$ cat src/rtl/rice_core_pkg.sv
// Shared definitions for the rice core: privilege encodings,
// interrupt cause codes and the trap controller state type.
package rice_core_pkg;

    localparam logic [1:0] PRIV_U = 2'b00;
    localparam logic [1:0] PRIV_M = 2'b11;

    localparam int unsigned IRQ_MSI = 3;
    localparam int unsigned IRQ_MTI = 7;
    localparam int unsigned IRQ_MEI = 11;

    typedef enum logic [1:0] {
        RUN,
        SLEEP,
        REDIRECT
    } rice_core_trap_state;

endpackage

$ cat src/rtl/rice_sync_ff.sv
// Single-bit flop-chain synchroniser; STAGES=0 degenerates to a wire.
module rice_sync_ff #(
    parameter int STAGES = 2
) (
    input  logic i_clk,
    input  logic i_rst_n,
    input  logic i_d,
    output logic o_q
);

    if (STAGES == 0) begin : g_bypass
        assign o_q = i_d;
    end else begin : g_chain
        logic [STAGES-1:0] q;

        always_ff @(posedge i_clk or negedge i_rst_n) begin
            if (!i_rst_n) begin
                q <= '0;
            end else begin
                q[0] <= i_d;
                for (int i = 1; i < STAGES; i++) begin
                    q[i] <= q[i-1];
                end
            end
        end

        assign o_q = q[STAGES-1];
    end

endmodule

$ cat src/rtl/rice_core_trap_ctrl.sv
// Machine-mode trap controller: exception/interrupt arbitration,
// MRET, WFI sleep and M-level CSR update strobes.
module rice_core_trap_ctrl
    import rice_core_pkg::*;
#(
    parameter int XLEN            = 32,
    parameter int EXCEPTION_WIDTH = 16,
    parameter int SYNC_STAGES     = 2,
    parameter int VECTORED        = 1
) (
    input  logic                       i_clk,
    input  logic                       i_rst_n,
    input  logic                       i_enable,
    input  logic                       i_retire_valid,
    input  logic [XLEN-1:0]            i_retire_pc,
    input  logic [XLEN-1:0]            i_retire_next_pc,
    input  logic [EXCEPTION_WIDTH-1:0] i_exception,
    input  logic [XLEN-1:0]            i_tval,
    input  logic                       i_mret,
    input  logic                       i_wfi,
    input  logic                       i_irq_software,
    input  logic                       i_irq_timer,
    input  logic                       i_irq_external,
    input  logic                       i_mstatus_mie,
    input  logic                       i_mstatus_mpie,
    input  logic [1:0]                 i_mstatus_mpp,
    input  logic [2:0]                 i_mie,
    input  logic [XLEN-3:0]            i_mtvec_base,
    input  logic [1:0]                 i_mtvec_mode,
    input  logic [XLEN-1:0]            i_mepc,
    output logic [1:0]                 o_privilege_level,
    output logic [2:0]                 o_mip,
    output logic                       o_trap_valid,
    output logic [XLEN-1:0]            o_trap_pc,
    output logic                       o_return_valid,
    output logic [XLEN-1:0]            o_return_pc,
    output logic                       o_sleep,
    output logic                       o_mstatus_set,
    output logic                       o_mstatus_mie,
    output logic                       o_mstatus_mpie,
    output logic [1:0]                 o_mstatus_mpp,
    output logic                       o_mepc_set,
    output logic [XLEN-1:0]            o_mepc,
    output logic                       o_mcause_set,
    output logic                       o_mcause_interrupt,
    output logic [XLEN-2:0]            o_mcause_code,
    output logic                       o_mtval_set,
    output logic [XLEN-1:0]            o_mtval
);

    localparam int CW = XLEN - 1;

    rice_core_trap_state state_q, state_d;
    logic [1:0]      priv_q, priv_d;
    logic [1:0]      swtm_q;
    logic            meip;
    logic [2:0]      pend;
    logic            taken;
    logic [CW-1:0]   irq_code, exc_code;
    logic [XLEN-1:0] wfi_pc_q, wfi_pc_d;

    logic            trap_q, trap_d, ret_q, ret_d;
    logic            mst_set_q, mst_set_d, mepc_set_q, mepc_set_d;
    logic            mcause_set_q, mcause_set_d, mtval_set_q, mtval_set_d;
    logic            mie_q, mie_d, mpie_q, mpie_d, irq_q, irq_d;
    logic [1:0]      mpp_q, mpp_d;
    logic [XLEN-1:0] trap_pc_q, trap_pc_d, ret_pc_q, ret_pc_d;
    logic [XLEN-1:0] mepc_q, mepc_d, mtval_q, mtval_d;
    logic [CW-1:0]   code_q, code_d;

    logic            do_trap, trap_irq, vec;
    logic [CW-1:0]   trap_code;
    logic [XLEN-1:0] trap_epc, trap_tval;

    rice_sync_ff #(.STAGES(SYNC_STAGES)) u_sync_meip (
        .i_clk  (i_clk),
        .i_rst_n(i_rst_n),
        .i_d    (i_irq_external),
        .o_q    (meip)
    );

    assign o_mip = {meip, swtm_q};
    assign pend  = o_mip & i_mie;
    assign taken = (|pend) && (i_mstatus_mie || priv_q != PRIV_M);

    // Fixed priority MEI > MSI > MTI.
    assign irq_code = pend[2] ? CW'(IRQ_MEI) :
                      pend[0] ? CW'(IRQ_MSI) : CW'(IRQ_MTI);

    always_comb begin
        exc_code = '0;
        for (int i = EXCEPTION_WIDTH - 1; i >= 0; i--) begin
            if (i_exception[i]) exc_code = CW'(i);
        end
    end

    always_comb begin
        state_d      = state_q;
        priv_d       = priv_q;
        wfi_pc_d     = wfi_pc_q;
        trap_d       = 1'b0;
        ret_d        = 1'b0;
        mst_set_d    = 1'b0;
        mepc_set_d   = 1'b0;
        mcause_set_d = 1'b0;
        mtval_set_d  = 1'b0;
        mie_d        = mie_q;
        mpie_d       = mpie_q;
        mpp_d        = mpp_q;
        irq_d        = irq_q;
        code_d       = code_q;
        trap_pc_d    = trap_pc_q;
        ret_pc_d     = ret_pc_q;
        mepc_d       = mepc_q;
        mtval_d      = mtval_q;
        do_trap      = 1'b0;
        trap_irq     = 1'b0;
        trap_code    = '0;
        trap_epc     = '0;
        trap_tval    = '0;

        if (!i_enable) begin
            state_d = RUN;
            priv_d  = PRIV_M;
        end else begin
            unique case (state_q)
                RUN: begin
                    if (i_retire_valid) begin
                        if (|i_exception) begin
                            do_trap   = 1'b1;
                            trap_code = exc_code;
                            trap_epc  = i_retire_pc;
                            trap_tval = (exc_code < CW'(8)) ? i_tval : '0;
                        end else if (taken) begin
                            do_trap   = 1'b1;
                            trap_irq  = 1'b1;
                            trap_code = irq_code;
                            trap_epc  = i_retire_next_pc;
                        end else if (i_mret) begin
                            state_d   = REDIRECT;
                            ret_d     = 1'b1;
                            ret_pc_d  = i_mepc;
                            mst_set_d = 1'b1;
                            mie_d     = i_mstatus_mpie;
                            mpie_d    = 1'b1;
                            mpp_d     = PRIV_U;
                            priv_d    = i_mstatus_mpp;
                        end else if (i_wfi) begin
                            state_d  = SLEEP;
                            wfi_pc_d = i_retire_next_pc;
                        end
                    end
                end
                SLEEP: begin
                    // Any enabled pending source wakes, even with MIE clear.
                    if (|pend) begin
                        if (taken) begin
                            do_trap   = 1'b1;
                            trap_irq  = 1'b1;
                            trap_code = irq_code;
                            trap_epc  = wfi_pc_q;
                        end else begin
                            state_d = RUN;
                        end
                    end
                end
                REDIRECT: state_d = RUN;
                default:  state_d = RUN;
            endcase

            if (do_trap) begin
                vec          = (VECTORED != 0) && (i_mtvec_mode == 2'b01);
                state_d      = REDIRECT;
                trap_d       = 1'b1;
                trap_pc_d    = {i_mtvec_base, 2'b00} +
                               ((vec && trap_irq) ? XLEN'({trap_code, 2'b00}) : '0);
                mst_set_d    = 1'b1;
                mie_d        = 1'b0;
                mpie_d       = i_mstatus_mie;
                mpp_d        = priv_q;
                priv_d       = PRIV_M;
                mepc_set_d   = 1'b1;
                mepc_d       = trap_epc;
                mcause_set_d = 1'b1;
                irq_d        = trap_irq;
                code_d       = trap_code;
                mtval_set_d  = 1'b1;
                mtval_d      = trap_tval;
            end
        end
    end

    always_ff @(posedge i_clk or negedge i_rst_n) begin
        if (!i_rst_n) begin
            state_q      <= RUN;
            priv_q       <= PRIV_M;
            swtm_q       <= '0;
            wfi_pc_q     <= '0;
            trap_q       <= 1'b0;
            ret_q        <= 1'b0;
            mst_set_q    <= 1'b0;
            mepc_set_q   <= 1'b0;
            mcause_set_q <= 1'b0;
            mtval_set_q  <= 1'b0;
            mie_q        <= 1'b0;
            mpie_q       <= 1'b0;
            mpp_q        <= '0;
            irq_q        <= 1'b0;
            code_q       <= '0;
            trap_pc_q    <= '0;
            ret_pc_q     <= '0;
            mepc_q       <= '0;
            mtval_q      <= '0;
        end else begin
            state_q      <= state_d;
            priv_q       <= priv_d;
            swtm_q       <= {i_irq_timer, i_irq_software};
            wfi_pc_q     <= wfi_pc_d;
            trap_q       <= trap_d;
            ret_q        <= ret_d;
            mst_set_q    <= mst_set_d;
            mepc_set_q   <= mepc_set_d;
            mcause_set_q <= mcause_set_d;
            mtval_set_q  <= mtval_set_d;
            mie_q        <= mie_d;
            mpie_q       <= mpie_d;
            mpp_q        <= mpp_d;
            irq_q        <= irq_d;
            code_q       <= code_d;
            trap_pc_q    <= trap_pc_d;
            ret_pc_q     <= ret_pc_d;
            mepc_q       <= mepc_d;
            mtval_q      <= mtval_d;
        end
    end

    // Disable drops an in-flight redirect at once, not a cycle later.
    assign o_privilege_level  = i_enable ? priv_q : PRIV_M;
    assign o_sleep            = i_enable && (state_q == SLEEP);
    assign o_trap_valid       = trap_q & i_enable;
    assign o_return_valid     = ret_q & i_enable;
    assign o_mstatus_set      = mst_set_q & i_enable;
    assign o_mepc_set         = mepc_set_q & i_enable;
    assign o_mcause_set       = mcause_set_q & i_enable;
    assign o_mtval_set        = mtval_set_q & i_enable;
    assign o_trap_pc          = trap_pc_q;
    assign o_return_pc        = ret_pc_q;
    assign o_mstatus_mie      = mie_q;
    assign o_mstatus_mpie     = mpie_q;
    assign o_mstatus_mpp      = mpp_q;
    assign o_mepc             = mepc_q;
    assign o_mcause_interrupt = irq_q;
    assign o_mcause_code      = code_q;
    assign o_mtval            = mtval_q;

endmodule

$ cat config.mk
export PLATFORM = sky130hd
export DESIGN_NAME = rice_core_trap_ctrl
export DESIGN_NICKNAME = d
export VERILOG_FILES = /design/src/rtl/rice_core_pkg.sv /design/src/rtl/rice_sync_ff.sv /design/src/rtl/rice_core_trap_ctrl.sv
export SDC_FILE = /design/constraint.sdc
export NUM_CORES = 1
export LEC_CHECK = 0
export CAP_MARGIN = 30
export CORE_AREA = 2 2 142 144
export DETAILED_ROUTE_END_ITERATION = 6
export DIE_AREA = 0 0 144 146
export PLACE_DENSITY = 0.93
export SKIP_CTS_REPAIR_TIMING = 1
export SLEW_MARGIN = 20
export SYNTH_ARGS = -nofsm -noshare
export SYNTH_HDL_FRONTEND = slang
export SYNTH_SLANG_ARGS = --single-unit
$ cat constraint.sdc
create_clock -name i_clk -period 5.92 [get_ports i_clk]
set_clock_uncertainty 0.2 [all_clocks]
set_input_delay 1.184 -clock i_clk [delete_from_list [all_inputs] [get_ports i_clk]]
set_output_delay 1.184 -clock i_clk [all_outputs]
set_load 0.02 [all_outputs]
Yosys cells after proc, flatten, opt, wreduce, memory -nomap -nowiden
Index checks and enable logic that the tools add are counted.
Widths: inputs -> output; s select.
{ "classes": {"n_addsub": 1, "order_cmp": 1, "n_eq_ne": 16, "muxes": 91, "bitwise": 7, "n_reduce_logical": 16} }
{ "op_table": {"columns": ["cell", "count"], "rows": [
  ["$mux 31", 17],
  ["$mux 32", 10],
  ["$pmux 32 s2", 1],
  ["$pmux 31 s2", 1],
  ["$mux 2", 23],
  ["$add 32x32->32", 1],
  ["$lt 31x4->1 const B", 1],
  ["$mux 1", 30],
  ["$mux 4", 5],
  ["$ne 4x4->1 const B", 5],
  ["$reduce_and 6->1", 3],
  ["$reduce_or 16->1", 1],
  ["$ne 3x1->1 const B", 3],
  ["$reduce_and 7->1", 1],
  ["$ne 3x2->1 const B", 2],
  ["$reduce_bool 2->1", 3],
  ["$ne 5x5->1 const B", 1],
  ["$reduce_and 5->1", 1],
  ["$eq 2x1->1 const B", 2],
  ["$ne 2x1->1 const B", 2],
  ["$pmux 1 s2", 2],
  ["$pmux 2 s2", 1],
  ["$and 1x1->1", 3],
  ["$and 3x3->3", 1],
  ["8 further kinds", 12]
]} }
{ "totals": {"reg_bits": 207, "inputBits": 192, "out_inout_bits": 176, "elab_cells": 149} }

Depth between registers and ports, before layout
{ "logic_depth": {"depth_word": 22, "ltp_mapped": 12, "depth_no_buf": 12} }

Cells and area by module
From an unflattened synthesis, not the netlist that was laid out.
{ "unflattened": {"cells_unflattened": 802, "hier_area_um2": 8305.5} }
{ "by_module_without_submodules": {"columns": ["mod", "instances", "cells_per_inst", "area_per_inst_um2", "seq_area_each_um2"], "rows": [
  ["rice_core_trap_ctrl", 1, 800, 8255.4, 4406.7],
  ["rice_sync_ff", 1, 2, 50.0, 50.0]
]} }

Least setup slack after synthesis
OpenSTA, ideal clock, no wires.
{ "synth_timing": {"path_kind": "input to register", "startpoint": "input port i_retire_valid", "endpoint": "register trap_pc_q[29] (netlist: o_trap_pc[29])", "setup_ps": 83, "t_arrival_ps": 3960, "t_required_ps": 5637, "slack_ps": 1678, "stages": 12, "path_buffers": 1, "cell_sequence": "nor3b_1 nand3_1 a2bb2oi_1 a221o_1 nor4b_1 ha_1 nand3_1 o211ai_1 clkbuf_1 nand4_1 xor2_1 o21ai_0"} }
{ "synth_between": {"elab_chain_cells": 6, "word_cells_on_any_way": 13, "classes_between": "add/sub (1); mux (10); reduce/logical (2)"} }
{ "synth_lines": {"columns": ["element", "line_no", "source"], "rows": [
  ["from (decl)", "rice_core_trap_ctrl.sv:14", "input logic i_retire_valid,"],
  ["$mux 1", "rice_core_trap_ctrl.sv:128", "if (i_retire_valid) begin"],
  ["$pmux 1 s2", "rice_core_trap_ctrl.sv:126", "unique case (state_q)"],
  ["$mux 1", "rice_core_trap_ctrl.sv:122", "if (!i_enable) begin"],
  ["$logic_and 1x1->1", "rice_core_trap_ctrl.sv:176", "((vec && trap_irq) ? XLEN'({trap_code, 2'b00}) : '0);"],
  ["$mux 32", "rice_core_trap_ctrl.sv:176", null],
  ["$add 32x32->32", "rice_core_trap_ctrl.sv:175", "trap_pc_d = {i_mtvec_base, 2'b00} +"],
  ["to (signal assigned)", "rice_core_trap_ctrl.sv:230", "trap_pc_q <= trap_pc_d;"],
  ["to (decl)", "rice_core_trap_ctrl.sv:67", "logic [XLEN-1:0] trap_pc_q, trap_pc_d, ret_pc_q, ret_pc_d;"]
]} }
Parallel ways exist; a longest one is shown, timed or not. The select of a mux whose other input is x is not followed.
A chain may end at the register's enable or synchronous reset.

Worst setup path in the final report
{ "layout_timing": {"startpoint": "input port i_exception[0]", "endpoint": "register trap_pc_q[14] (netlist: o_trap_pc[14])"} }
{ "layout_between": {"elab_chain_cells": 8, "word_cells_on_any_way": 18, "classes_between": "add/sub (1); mux (14); reduce/logical (3)"} }
{ "layout_lines": {"columns": ["element", "line_no", "source"], "rows": [
  ["from (decl)", "rice_core_trap_ctrl.sv:17", "input logic [EXCEPTION_WIDTH-1:0] i_exception,"],
  ["$reduce_or 16->1", "rice_core_trap_ctrl.sv:129", "if (|i_exception) begin"],
  ["$mux 1", "rice_core_trap_ctrl.sv:129", null],
  ["$mux 1", "rice_core_trap_ctrl.sv:128", null],
  ["$pmux 1 s2", "rice_core_trap_ctrl.sv:126", null],
  ["$mux 1", "rice_core_trap_ctrl.sv:122", null],
  ["$logic_and 1x1->1", "rice_core_trap_ctrl.sv:176", null],
  ["$mux 32", "rice_core_trap_ctrl.sv:176", null],
  ["$add 32x32->32", "rice_core_trap_ctrl.sv:175", null]
]} }
Parallel ways exist; a longest one is shown, timed or not. The select of a mux whose other input is x is not followed.

==> reports/qor.txt <==
run status: finished clean
Post-Syn Instances: 796
Max Cap Viol: 0
min-delay worst type: reg2reg
routability congestion estimate: 0.863
CTS sink cnt: 178
setup tns final: 0 ps
DRC: 0
Root Buffer: clkbuf_16
DIE HEIGHT: 146 um
commonest non-fill, non-tap cell in the layout: clkdlybuf4s50_1
yosys synthesis warning count: 0
simple logic cell fraction of the synthesized area: 15.4%
Post-Route WL: 25600 um
dpl cells: 1363
largest family of logic cells by synthesized area: simple AND/OR/NAND/NOR gates
Cell variety after synth: 61
share of the core filled with cells: 64.2%
Worst Path Max Fanout: 6
CTS tree: yes
fmax: 208 MHz
H-tree depth: 4
xor/xnor cell area share of the yosys netlist: 2.84%
most frequent cells in the layout: 337 x clkdlybuf4s50_1, 176 x dfrtp_1, 151 x nand2_1
Leak: 5.60 nW
Final nets: 1314
Worst Slack Setup Final: 1110 ps
number of global-route vias before repair: 7447
RSZ-0062 raised after global routing: no
initial antenna violation count: 2
Core Region: 19300 um^2
full die area: 21000 um^2
Die Width: 144 um
Post-synth EDFFs: 0
fraction of layout cells with a size suffix above 1: 11.1%
Non-Filler Instances: 1395
pre-CTS WS: 778 ps
Synth Cell Area: 8340 um^2
DR vias: 7242
input/output buffers: 338
initial core utilization: 43.1%
CTS buffer count: 17
global-route wire length before repair: 39400 um
Routed Antenna Nets: 0
post-synthesis mux area share: 9.02%
kind of critical path: in2reg
Synth Register Bits: 178
post-synthesis sequential area ratio: 53.5%
combined flip-flop and latch cell area: 4460 um^2
clock latency on the worst-skew pair: 420 ps
DR iter-0 viols: 353
Remaining Overflow, GRT: 0
Fillers: 1509
clk buf depth: 2
post-synthesis compound-gate area fraction: 12.4%
CP endpoint kind: flip-flop
1st-pass router iterations: 4
PD cells: 259 nW/um^2
Detailed Place HPWL: 18800 um
Slew @ Worst Pin: 786 ps
Avg Cell Area, Syn: 10.5 um^2
DR WL/cell: 18.3 um
Final Hold Vio Count: 0
Boundary Pins: 368
main flop type after synthesis: dfrtp_1
GRT Overall Usage: 24.2%
startpoint types: input port
clk slew on worst S/H paths: 70 ps
crit share post-route: 81.3%
CP arrival: 4950 ps
multi-input logic area: 3510 um^2
ys async rst share: 100%
CP Data Required Time: 6050 ps
synth-to-layout area growth: 48.9%
final setup fails: 0
Adder-Cell Fraction of Synth Area: 0.841%
worst-case vdd ir drop: 187 uV
Via density: 5.19
# diodes: 0
largest net degree at the start of global routing: 134
Pwr Total: 3.22 mW
Slew Viols, Final: 0
min Tclk post-route: 4810 ps
row count: 51
max_slew headroom: 47.6%
-- critical path: stages --
cell	delay, ps
clkdlybuf4s50_1	490
nor4_2	680
nand3_1	240
a2bb2oi_1	180
a221o_1	300
nor4b_1	300
ha_1	290
o21ai_0	150
nor3b_1	600
nand4_1	190
xor2_1	180
o21ai_0	160
-- per-stage QoR --
| stage | hold slack [ps] | cell area [um^2] |
|---|---|---|
| after global placement | 135 | 11800 |
| final | 152 | 12400 |
| after floorplan | 131 | 8440 |
| after detailed placement | 139 | 11800 |
| after CTS | 155 | 12400 |
| after global routing | 175 | 12400 |
-- cell type report --
cell class                      instances  share of cell area, %
Tap cell                              265                   2.67
Clock buffer                           19                   3.57
Inverter                                8                  0.242
Clock inverter                         13                   1.09
Timing Repair Buffer                  352                   28.3
Sequential cell                       178                   35.9
Multi-Input combinational cell        560                   28.2
-- power by group --
group / leakage [nW] / switching (mW) / internal, mW
registers: 2.37 / 0.0615 / 1.32
clock network: 0.281 / 0.530 / 0.573
logic: 2.96 / 0.379 / 0.357
-- worst paths after layout --
path	startpoint	to	slack, ps	cells past startpoint
min	u_sync_meip.g_chain.q[0]	u_sync_meip.g_chain.q[1]	150	0
max	i_exception[0]	o_trap_pc[14]	1110	12
max in group asynchronous	i_rst_n	o_return_pc[2]	3960	2
max reg2reg	u_sync_meip.g_chain.q[1]	o_trap_pc[14]	2150	11
min reg2reg	u_sync_meip.g_chain.q[0]	u_sync_meip.g_chain.q[1]	150	0
min in group asynchronous	i_rst_n	o_mtval[21]	580	1
-- cell families after synthesis --
group	after synthesis
mux	66
fa+ha+maj	5
flops	178
xor+xnor	27
other cells	1
compound gates	162
buf+inv	86
simple gates	271
-- cell usage after synthesis (2+ instances only) --
master	count	area share (%)
dfstp_2	2	0.63
buf_2	13	0.78
mux2_2	61	8.2
xnor2_1	3	0.32
xor2_1	24	2.5
ha_1	4	0.60
nor3b_1	4	0.36
a22o_1	32	3.4
nand3_1	46	2.8
nor4b_1	3	0.32
nor3_2	2	0.24
a2111oi_0	2	0.21
mux2_4	3	0.54
a211oi_1	2	0.18
nand2b_1	5	0.38
mux2i_1	2	0.24
o211ai_1	2	0.18
and3_1	7	0.53
buf_4	37	3.3
nor4_2	3	0.45
o21ai_1	4	0.24
inv_1	7	0.32
clkbuf_1	25	1.1
and4_1	3	0.32
o21ai_0	60	3.6
nor2_1	15	0.68
nor4_1	3	0.23
and2_1	5	0.38
a31oi_1	2	0.15
o31ai_1	3	0.27
dfrtp_1	176	53
nand4_1	17	1.3
a21oi_1	39	2.3
nand2_1	151	6.8
buf_6	3	0.41
-- registers in the layout (all words and copies together), names as in the netlist, 2 cells and up --
| signal | cells |
|---|---|
| o_mstatus_mpp | 2 |
| o_return_pc | 32 |
| state_q | 2 |
| o_trap_pc | 30 |
| o_mepc | 32 |
| wfi_pc_q | 32 |
| o_mcause_code | 4 |
| o_mtval | 32 |
| priv_q | 2 |
| swtm_q | 2 |
| u_sync_meip.g_chain.q | 2 |
-- layer usage --
metal | GRT usage, % | share of wire, % | up-vias
li1 | - | - | 3387
met3 | 9.02 | 9.6 | 61
met5 | 0 | 0.11 | -
met1 | 27.6 | 38 | 3457
met4 | 10.7 | 4.0 | 4
met2 | 40.3 | 49 | 333
Power figures use the tool's default switching activity.
